--- src/rtl/net_stage_pkg.sv ---
// ============================================================================
// Module      : net_stage_pkg
// Description : Shared types and defaults for the net stage skid buffer.
// Revision    : 1.0 - initial release
// ============================================================================
`default_nettype none

package net_stage_pkg;

   typedef enum logic [1:0] {
      EMPTY = 2'd0,
      ONE   = 2'd1,
      FULL  = 2'd2
   } skid_state_e;

   localparam int NET_STAGE_DEFAULT_WIDTH = 8;

endpackage : net_stage_pkg

`default_nettype wire

--- src/rtl/net_skid_buffer.sv ---
// ============================================================================
// Module      : net_skid_buffer
// Description : Two-entry registered skid buffer. Registers both the forward
//               (data/valid) and backward (ready) paths at one item per cycle.
// Revision    : 1.0 - initial release
// ============================================================================
`default_nettype none

module net_skid_buffer
   import net_stage_pkg::*;
#(
   parameter int WIDTH = NET_STAGE_DEFAULT_WIDTH
) (
   input  logic             clk,
   input  logic             rst,
   input  logic [WIDTH-1:0] in_data,
   input  logic             in_valid,
   output logic             in_ready,
   output logic [WIDTH-1:0] out_data,
   output logic             out_valid,
   input  logic             out_ready
);

   skid_state_e      r_state;
   skid_state_e      w_state_nxt;
   logic [WIDTH-1:0] r_main;
   logic [WIDTH-1:0] w_main_nxt;
   logic [WIDTH-1:0] r_skid;
   logic [WIDTH-1:0] w_skid_nxt;
   logic             w_accept;
   logic             w_consume;

   // Flags decode only legal states so an illegal encoding neither accepts
   // nor presents data during its single recovery cycle.
   assign in_ready  = (r_state == EMPTY) || (r_state == ONE);
   assign out_valid = (r_state == ONE)   || (r_state == FULL);
   assign out_data  = r_main;

   assign w_accept  = in_valid  && in_ready;
   assign w_consume = out_valid && out_ready;

   always_comb begin
      w_state_nxt = r_state;
      w_main_nxt  = r_main;
      w_skid_nxt  = r_skid;
      case (r_state)
         EMPTY: begin
            if (w_accept) begin
               w_main_nxt  = in_data;
               w_state_nxt = ONE;
            end
         end
         ONE: begin
            if (w_accept && w_consume) begin
               w_main_nxt = in_data;
            end else if (w_accept) begin
               w_skid_nxt  = in_data;
               w_state_nxt = FULL;
            end else if (w_consume) begin
               w_state_nxt = EMPTY;
            end
         end
         FULL: begin
            if (w_consume) begin
               w_main_nxt  = r_skid;
               w_state_nxt = ONE;
            end
         end
         default: begin
            w_state_nxt = EMPTY;
         end
      endcase
   end

   always_ff @(posedge clk) begin
      if (rst) begin
         r_state <= EMPTY;
         r_main  <= '0;
         r_skid  <= '0;
      end else begin
         r_state <= w_state_nxt;
         r_main  <= w_main_nxt;
         r_skid  <= w_skid_nxt;
      end
   end

endmodule : net_skid_buffer

`default_nettype wire

--- config.mk ---
export PLATFORM = sky130hd
export DESIGN_NAME = net_skid_buffer
export DESIGN_NICKNAME = d
export VERILOG_FILES = /design/src/rtl/net_stage_pkg.sv /design/src/rtl/net_skid_buffer.sv
export SDC_FILE = /design/constraint.sdc
export NUM_CORES = 1
export LEC_CHECK = 0
export CAP_MARGIN = 10
export CORE_AREA = 4 4 46 48
export CTS_BUF_LIST = sky130_fd_sc_hd__clkbuf_4 sky130_fd_sc_hd__clkbuf_8
export DETAILED_ROUTE_END_ITERATION = 7
export DIE_AREA = 0 0 50 52
export PLACE_DENSITY_LB_ADDON = 0.08
export SLEW_MARGIN = 20
export SYNTH_ARGS = -nofsm -noshare
export SYNTH_HDL_FRONTEND = slang
export SYNTH_SLANG_ARGS = --single-unit
export TNS_END_PERCENT = 50
--- constraint.sdc ---
create_clock -name clk -period 3.8 [get_ports clk]
set_input_delay 0.76 -clock clk [delete_from_list [all_inputs] [get_ports clk]]
set_output_delay 0.76 -clock clk [all_outputs]
set_load 0.01 [all_outputs]
==> run metrics <==
status completed; layer with the highest usage met2; Max-cap violations 0; largest family of logic cells by synthesized area multiplexers; cell count after synthesis 88; Final GP Congestion 0.736; Clock Path Buffers 2; detailed-route wire length 1600 microns; Cell Area, Placed 1090 sq um; Critical Path Source r_state[1]$_SDFFE_PP0P_; Sink Count 18; Min-Delay Path Class reg2reg; cell area after layout 1130 sq um; H-tree Lvls 1; Static Leak 0.466 nW; M3 GR Usage 3.72%; CP cell instances inv_1, ha_1, or2_2, clkdlybuf4s50_1; arrival time at the worst endpoint 1.81 ns; RR Startpoint r_state[0]$_SDFFE_PP0P_; Post-Synth XOR/XNOR Area 0%; Crit. End Element primary output; post-CTS setup buffers 0; setup tns final 0 ns; TritonCTS Buffers 3; peak supply drop 302 uV; die area 2600 sq um; Final period util 67.7%; gr usage total 13.4%; I/O pins 22; TritonCTS clock tree done; Site Rows 15; min Tclk post-route 2.57 ns; fmax 389 MHz; cts hold-fix bufs 0; hpwl dp 1170 microns; crit path max fanout 5; Layout area overhead 27.6%; number of cells on the worst reg-to-reg path 6; Hold Crit Endpoint out_data[4]$_SDFFE_PP0P_; setup slack, reg-to-reg 1.40 ns; Residual DRC 0; Slew HR 43.1%; Clock Skew 0.00328 ns; Slowest Stage Delay on Critical Path 0.48 ns; Synth Cell Area 883 sq um; Pre-antenna DRT Iters 5; clock-pin slew on the worst setup and hold paths 0.10 ns; worst hold path depth 2; worst skew pair latency 0.28 ns; Via density 5.19; Hold Vio Cnt, Final 0; Port Buf Inserts 21; drt initial violations 9; total overflow reported by the global router 0; n_diodes 0; setup repair after global routing missed its margin no; CP max stage cell clkdlybuf4s50_1; Post-layout nets 126; kind of cell adding the most delay to the critical path buffers and inverters; Worst Tran Pin Value 0.854 ns; CP Buf/Inv Count 2; Simple-Gate Fraction of Synth Area 13.3%; mux cell area share after synthesis 18.1%; syn_nets 105; Final setup viols 0; sequential area share after synthesis 40.8%; first-pass GRT wire length 2720 microns; largest net degree at the start of global routing 20; CTS resizes 0; vias in the first global route 628; type of origin of the critical path flip-flop; adder-cell share of the synthesized area 7.08%; Required @ worst endpoint 3.04 ns; Synth Area in Compound Gates 16.0%; R2R Path End out_data[6]$_SDFFE_PP0P_; met1 Usage GRT 16.3%; Ys Warns 0; initial antenna violation count 0; pwr dens 569 nW/um^2; Core Footprint 1710 sq um; Crit Path Class reg2out; final-report max-slew violation count 0; CTS root buf clkbuf_4; Die Height 52 microns; met2 usage 23.5%; Synth Register Bits 18; Die W 50 microns; Wirelength per Cell 12.0 microns; Avg Synthesized Cell Area 10.0 sq um; via count 690; min-delay src out_data[4]$_SDFFE_PP0P_; Crit path depth 4; Initial Util 51.7%; Distinct cells, synth 24; Routed Antenna Nets 0; share of layout cells above drive strength 1 7.41%
-- cells in the final DEF, fill, tap and decap left out --
master and count:
nor3_1 1, dfxtp_1 18, a21oi_1 1, mux2i_1 16
clkbuf_8 1, a2111oi_4 1, nand2_1 2, nor3b_1 1
and3_1 1, nor2_1 18, clkdlybuf4s50_1 21, a21o_1 1
a211oi_1 6, clkbuf_4 3, o21ai_0 1, ha_1 5
o41ai_1 1, a211o_1 1, or2_2 1, nand3_1 1
a211oi_2 2, inv_1 2, nor2b_1 2, a311oi_1 1
-- synth_stat cells (all sizes together) --
library cell   n  area share (%)
a311oi         1            0.99
dfxtp         18              41
a21oi          1            0.57
a211o          1            0.99
nor3b          1            0.85
or2            1            0.71
nand3          1            0.57
clkbuf         2            0.85
ha             5             7.1
a21o           1            0.85
o21ai          1            0.57
and3           1            0.71
nor2          18             7.6
a2111oi        1             3.1
buf            3             3.0
o41ai          1            0.99
mux2i         16              18
a211oi         8             7.9
nor2b          2             1.4
nand2          2            0.85
inv            2            0.85
nor3           1            0.57
-- how the worst max path moves through the flow --
stage | end | slack, ns
floorplan | out_data[1]$_SDFFE_PP0P_ | 1.86
global placement | out_data[1]$_SDFFE_PP0P_ | 1.14
detailed placement | out_data[6]$_SDFFE_PP0P_ | 1.05
CTS | in_ready | 1.22
global route | out_data[6]$_SDFFE_PP0P_ | 1.08
finish | in_ready | 1.23
-- worst min-delay path: cells and delay by family, from the launching register on --
| kind | cells | cell delay, ns |
|---|---|---|
| DFF | 1 | 0.32 |
| and+or+nand+nor | 1 | 0.09 |
| AOI/OAI and AO/OA | 1 | 0.05 |
-- layer usage --
layer / part of all wire, % / vias to the layer above
met5: 0 / -
met4: 0 / 0
met3: 4.5 / 0
met2: 49 / 15
met1: 47 / 325
li1: - / 350
-- cell type report --
class	instances	area (sq um)
sequential	18	360
timing repair buffer	21	210
clock buffer	4	36.3
fill	145	581
inverter	2	7.51
tap	25	31.3
multi-input combinational	63	482
-- power by group --
part | internal, mW | switching [mW]
logic | 0.143 | 0.132
clock network | 0.0582 | 0.0562
registers | 0.229 | 0.0238
-- logic make-up (layout without fill, tap and decap cells) --
kind of cell / after synthesis / count (layout)
AOI/OAI and AO/OA: 15 / 15
muxes: 16 / 16
buffers and inverters: 7 / 27
adders and majority gates: 5 / 5
and+or+nand+nor: 27 / 27
DFF: 18 / 18
-- per-stage QoR --
step | std cells | utilization [%] | setup WS, ns | hold WS (ns) | power, mW
finish | 133 | 66.0 | 1.23 | 0.502 | 0.642
global route | 133 | 66.0 | 1.08 | 0.536 | 0.689
CTS | 133 | 66.0 | 1.22 | 0.506 | 0.650
detailed placement | 129 | 63.9 | 1.05 | 0.490 | 0.535
global placement | 129 | 63.9 | 1.14 | 0.475 | 0.530
floorplan | 88 | - | 1.86 | 0.463 | 0.437
-- sequential cells by signal, summed over array words and instances (netlist names) --
signal    flops
r_skid        8
out_data      8
r_state       2
(Power assumes the default switching activity.)
